==> src/rtl/controller_state_sequencer.sv <==
// State register and Moore strobe decoder for the multicycle controller.
// Define SEQ_PERF_CNT_EN to build the saturating cycle/instruction counters.
module controller_state_sequencer #(
  parameter int CNT_W = 16
) (
  input  logic             clk,
  input  logic             rst_n,
  input  logic [3:0]       next_state,
  input  logic             mem_ready,
  output logic [3:0]       current_state,
  output logic             mem_read,
  output logic             mem_write,
  output logic             iord,
  output logic             ir_write,
  output logic             mdr_write,
  output logic             ab_write,
  output logic             aluout_write,
  output logic             alu_src_b,
  output logic [1:0]       alu_op,
  output logic             reg_write,
  output logic             mem_to_reg,
  output logic             pc_write,
  output logic             pc_write_cond,
  output logic [1:0]       pc_src,
  output logic             halted,
  output logic             illegal_state,
  output logic [CNT_W-1:0] cycle_cnt,
  output logic [CNT_W-1:0] instr_cnt
);

  // state | meaning
  // S0    | fetch, wait for memory
  // S1    | decode, latch A/B
  // S2    | LW/SW address compute
  // S3    | LW memory read, wait for memory
  // S4    | LW write-back
  // S5    | SW memory write, wait for memory
  // S6    | ALU execute
  // S7    | ALU write-back
  // S8    | SLT
  // S9    | jump
  // S10   | BEQ
  // S11   | halt, exits only through reset
  localparam logic [3:0] S0  = 4'd0,  S1  = 4'd1,  S2 = 4'd2, S3 = 4'd3,
                         S4  = 4'd4,  S5  = 4'd5,  S6 = 4'd6, S7 = 4'd7,
                         S8  = 4'd8,  S9  = 4'd9,  S10 = 4'd10,
                         S11 = 4'd11;

  logic [3:0] state_d;
  logic       load;
  logic       bad_next;
  logic       retire;

  always_ff @(posedge clk or negedge rst_n) begin
    if (!rst_n) begin
      current_state <= S0;
      illegal_state <= 1'b0;
    end else begin
      current_state <= state_d;
      if (bad_next) illegal_state <= 1'b1;
    end
  end

  always_comb begin
    load = 1'b1;
    if (current_state == S11)
      load = 1'b0;
    else if ((current_state == S0 || current_state == S3 || current_state == S5) && !mem_ready)
      load = 1'b0;
    bad_next = load && (next_state > S11);
    state_d  = current_state;
    if (bad_next)
      state_d = S11;
    else if (load)
      state_d = next_state;
    retire = load && (next_state == S0) &&
             (current_state inside {S4, S5, S7, S8, S9, S10});
  end

  always_comb begin
    mem_read      = 1'b0;
    mem_write     = 1'b0;
    iord          = 1'b0;
    ir_write      = 1'b0;
    mdr_write     = 1'b0;
    ab_write      = 1'b0;
    aluout_write  = 1'b0;
    alu_src_b     = 1'b0;
    alu_op        = 2'b00;
    reg_write     = 1'b0;
    mem_to_reg    = 1'b0;
    pc_write      = 1'b0;
    pc_write_cond = 1'b0;
    pc_src        = 2'b00;
    halted        = 1'b0;
    case (current_state)
      S0: begin
        mem_read = 1'b1;
        ir_write = mem_ready;
        pc_write = mem_ready;
      end
      S1: ab_write = 1'b1;
      S2: begin
        alu_src_b    = 1'b1;
        aluout_write = 1'b1;
      end
      S3: begin
        mem_read  = 1'b1;
        iord      = 1'b1;
        mdr_write = mem_ready;
      end
      S4: begin
        reg_write  = 1'b1;
        mem_to_reg = 1'b1;
      end
      S5: begin
        mem_write = 1'b1;
        iord      = 1'b1;
      end
      S6: begin
        alu_op       = 2'b10;
        aluout_write = 1'b1;
      end
      S7: reg_write = 1'b1;
      S8: begin
        alu_op    = 2'b11;
        reg_write = 1'b1;
      end
      S9: begin
        pc_write = 1'b1;
        pc_src   = 2'b10;
      end
      S10: begin
        alu_op        = 2'b01;
        pc_write_cond = 1'b1;
        pc_src        = 2'b01;
      end
      S11: halted = 1'b1;
      default: ;
    endcase
  end

`ifdef SEQ_PERF_CNT_EN
  // Both counters stick at all-ones rather than wrapping.
  always_ff @(posedge clk or negedge rst_n) begin
    if (!rst_n) begin
      cycle_cnt <= '0;
      instr_cnt <= '0;
    end else begin
      if (current_state != S11 && cycle_cnt != {CNT_W{1'b1}})
        cycle_cnt <= cycle_cnt + CNT_W'(1);
      if (retire && instr_cnt != {CNT_W{1'b1}})
        instr_cnt <= instr_cnt + CNT_W'(1);
    end
  end
`else
  logic unused_retire;
  assign unused_retire = retire;
  assign cycle_cnt     = '0;
  assign instr_cnt     = '0;
`endif

endmodule

==> config.mk <==
export PLATFORM = sky130hd
export DESIGN_NAME = controller_state_sequencer
export DESIGN_NICKNAME = d
export VERILOG_FILES = /design/src/rtl/controller_state_sequencer.sv
export SDC_FILE = /design/constraint.sdc
export NUM_CORES = 1
export LEC_CHECK = 0
export CAP_MARGIN = 20
export CORE_UTILIZATION = 34
export DETAILED_ROUTE_END_ITERATION = 7
export MAX_ROUTING_LAYER = met4
export PLACE_DENSITY = 0.82
export SLEW_MARGIN = 0
export SYNTH_ARGS = -nofsm -noshare
export SYNTH_HDL_FRONTEND = slang
export SYNTH_SLANG_ARGS = --single-unit
==> constraint.sdc <==
create_clock -name clk -period 1.95 [get_ports clk]
set_input_delay 0.2925 -clock clk [delete_from_list [all_inputs] [get_ports clk]]
set_output_delay 0.2925 -clock clk [all_outputs]
set_load 0.02 [all_outputs]
== Word level (Yosys, flattened, before mapping) ==
Cells that the tools add are included.

* Output and inout bits: 54
* Register bits after elaboration: 5
* Input bits: 7

* Reductions and logical operators: 11
* Multiplexer cells: 19
* Magnitude comparators: 1
* Equality and inequality tests: 11

{| class="wikitable"
|+ Operator list
! cell !! count
|-
| equality test 4 x 3 -> 1 bit (second input constant) || 4
|-
| equality test 4 bit (second input constant) || 4
|-
| 2-to-1 mux 1 bit || 14
|-
| equality test 4 x 2 -> 1 bit (second input constant) || 2
|-
| 2-to-1 mux 4 bit || 2
|-
| one-hot mux 2 bit (3 select lines) || 1
|-
| OR reduction 2 bit || 3
|-
| equality test 4 x 1 -> 1 bit (second input constant) || 1
|-
| greater-than comparator 4 bit (second input constant) || 1
|-
| zero test 4 bit || 1
|-
| one-hot mux 2 bit (2 select lines) || 1
|-
| OR reduction 3 bit || 1
|-
| logical AND 1 bit || 2
|-
| logical OR 1 bit || 2
|-
| one-hot mux 1 bit (2 select lines) || 1
|-
| nonzero test 2 bit || 1
|-
| zero test 1 bit || 1
|}

== Depth between registers and ports, before layout ==
* Word-level depth: 8
* Mapped depth: 6
* Mapped depth without buffers: 4

== Worst setup path after synthesis ==
No wires, ideal clock.

* Path kind: register -> output
* From: register current_state[1]
* To: output port reg_write
* Arrival: 1447 ps
* Path slack: 210 ps
* Data required time: 1657 ps
* Stages on the path, launching flop included: 5
* Buffers on the path: 1
* Cell sequence: dfrtp_1 > buf_2 > nand2b_2 > nand2_1 > o21ai_0

* Longest elaborated chain between the ends: 3
* Elaborated cells on any way between the ends: 5
* Classes of those cells: 3 x eq/ne; 1 x mux; 1 x reduce/logical

{| class="wikitable"
|+ Ends and longest elaborated chain
! element !! line !! RTL
|-
| start: declaration || 10 || <nowiki>output logic [3:0] current_state,</nowiki>
|-
| start signal: assignment || 59 || <nowiki>current_state <= state_d;</nowiki>
|-
| equality test 4 x 3 -> 1 bit / equality test 4 bit (equally long branches) || 96 || <nowiki>case (current_state)</nowiki>
|-
| OR reduction 3 bit (no source line) (*) || -- ||
|-
| 2-to-1 mux 1 bit (*) || 96 ||
|-
| end: declaration || 20 || <nowiki>output logic reg_write,</nowiki>
|}

Every way passes the cells marked *; elsewhere a longest branch is shown, timed or not.

== Worst setup path after layout ==
* From: register current_state[3]
* To: output port reg_write

The elaborated chain is that of the path after synthesis.

==> impl_metrics.toml <==
[synth]
synth_top_area_cell = "buf_4"
syn_area_um2 = 713
ys_types = 25
synth_edf_count = 0
avgSynthCellArea_um2 = 7.13
ys.flop_type = "dfrtp_1"
netlist_instances = 100
synth_top_area_share_pct = 33.7
seq_area_frac_synth_pct = 17.5
ys_warn_count = 0
synth_common_cells = "buf_4, nor2_1, nand2_1, nor3_1, nand2b_1"
synth_area_leaders = "buf_4, dfrtp_1, nor2_1"
async_reset_ff_share_pct = 100
yosysMostFrequentCell = "buf_4"
synth_seq_cells = 5

[setup_path]
crit_path_start_kind = "flip-flop"
crit_arrival_ns = 1.52
cp.required_ns = 1.66
end_kind = "output port"
crit_type = "flip-flop to output port"
crit_fanout = 6

[die]
die_area_um2 = 2280
die_y_um = 47.8
die_w_um = 47.8
start_util_pct = 36.4
rows = 16
ioPinCount = 61
core_area_um2 = 1960

[job]
drv_cap = 0

[finish]
multi_input_area_um2 = 430
area_delta_synth_final_pct = 37.0
final-seq-area_um2 = 126
antenna-diode-count = 0
fill_cells = 223
layout-drive-gt1-share_pct = 13.0
fin_util_pct = 49.8
instances_no_fill = 165
nets = 146

[place]
routabilityCongestion = 0.756
dp_hpwl_mm = 1.30
place_inst = 161
place_ws_ns = -0.103
port_buffers = 28

[timing]
fmaxAchievable_mhz = 551
rsz0062_at_grt = "no"
finalCritPeriodShare_pct = 93.0
final.setup.worst_slack_ns = 0.136
skew_ns = 0.00365
hold_viol = 0
setup_viol = 0
min_period_ns = 1.81
slew_violations = 0

[route]
vias = 674
routed_wirelength_mm = 1.58
viasPerCell = 4.08
dr.pass1.iters = 4
drcViolationCount = 0
wire_per_inst_um = 9.60
antenna_left = 0
drtIter0Drc = 5

[grt]
antenna_found_initial = 0
grt_overflow = 0
grt.total_usage_pct = 14.1
grt_pass1_vias = 517
grt_max_degree = 17
grt_pass1_wl_mm = 2.17

[min_path]
hold_path.class = "input pin to async pin"

[cts]
cts.sinks = 5
clk_pin_slew_ns = 0.05
clockRootBuffer = "clkbuf_4"
cts_max_path_buffers = 2
cts_tree = "yes"
cts_made_buffers = 3
worst_skew_pair.late_latency_ns = 0.25
ctsHtreeMaxLevel = 1

[pwr]
p_leak_nw = 0.545
p_total_mw = 1.37
ir_drop_v = 0.000493
power_density_nw_per_um2 = 1400

[status]
status = "completed"
==> state kept, by name, summed over array words and instances, names as in the netlist <==
register / count
current_state: 4
illegal_state: 1
==> per-layer routing <==
layer	global-route usage, %	share of wire, %	vias to the layer above
li1	-	-	338
met1	14.4	40	300
met2	25.9	52	34
met3	2.26	7.2	2
met4	6.67	0.95	0
met5	-	0	-
==> layout make-up <==
type,instances,area share (%)
clock buffer,4,2.69
sequential,5,12.9
inverter,1,0.384
multi-input combinational,88,44.0
timing repair buffer,40,36.5
tap,27,3.46
==> critical path, cell delays in order, from the launching register on <==
cell	delay [ns]
dfrtp_1	0.44
nand2b_1	0.09
or3_1	0.30
o21ai_0	0.08
dlygate4sd2_1	0.36
==> logic make-up (layout without fill, tap and decap cells) <==
kind of cell | after synthesis | in the layout | synth area share, %
and+or+nand+nor | 38 | 38 | 25.3
DFF | 5 | 5 | 17.5
xor gates and xnor gates | 3 | 3 | 3.68
buffers and inverters | 38 | 45 | 38.4
muxes | 1 | 1 | 1.40
AOI/OAI and AO/OA | 14 | 14 | 13.2
other | 1 | 32 | 0.526
==> repair_timing <==
| item | CTS | global route |
|---|---|---|
| resized for setup | 16 | 2 |
| buffers inserted | 0 | 0 |
| hold buffers | 0 | 0 |
| endpoints found under the setup margin | 16 | 2 |
| pin swaps | 0 | 0 |
==> power by group <==
group          leakage [nW]  internal [mW]  switching [mW]
sequential           0.0538          0.140          0.0511
combinational         0.476          0.451           0.601
clock                0.0150         0.0776          0.0465
total                 0.545          0.668           0.698
==> metrics by stage <==
step / cell area, um2 / TNS, ns / hold slack (ns)
after floorplan: 830 / 0 / -0.00309
after global placement: 963 / -0.0912 / 0.472
after detailed placement: 963 / -0.157 / 0.467
after CTS: 972 / 0 / 0.278
after global routing: 977 / 0 / 0.296
final: 977 / 0 / 0.266
==> worst paths after layout <==
check | endpoint | slack, ns | start | depth (start not counted)
max | reg_write | 0.14 | current_state[3] | 4
min | illegal_state | 0.27 | rst_n | 1
max reg2reg | current_state[0] | 0.41 | current_state[0] | 5
min reg2reg | illegal_state | 0.48 | illegal_state | 1
max in group asynchronous | current_state[0] | 1.47 | rst_n | 1
min in group clk | illegal_state | 0.48 | illegal_state | 1
==> layout by cell type, fill, tap and decap left out, drive strengths merged, types with 2 or more instances in the layout <==
cell type	Yosys	routed
conb	1	32
dlygate4sd2	0	15
nor2	14	14
buf	36	12
clkdlybuf4s50	0	11
nand2	7	7
nor3	7	7
nand2b	7	7
a21oi	5	5
dfrtp	5	5
o21ai	4	4
clkbuf	1	4
xnor2	2	2
dlymetal6s2s	0	2
No activity file was read; power rests on OpenSTA's default activity.
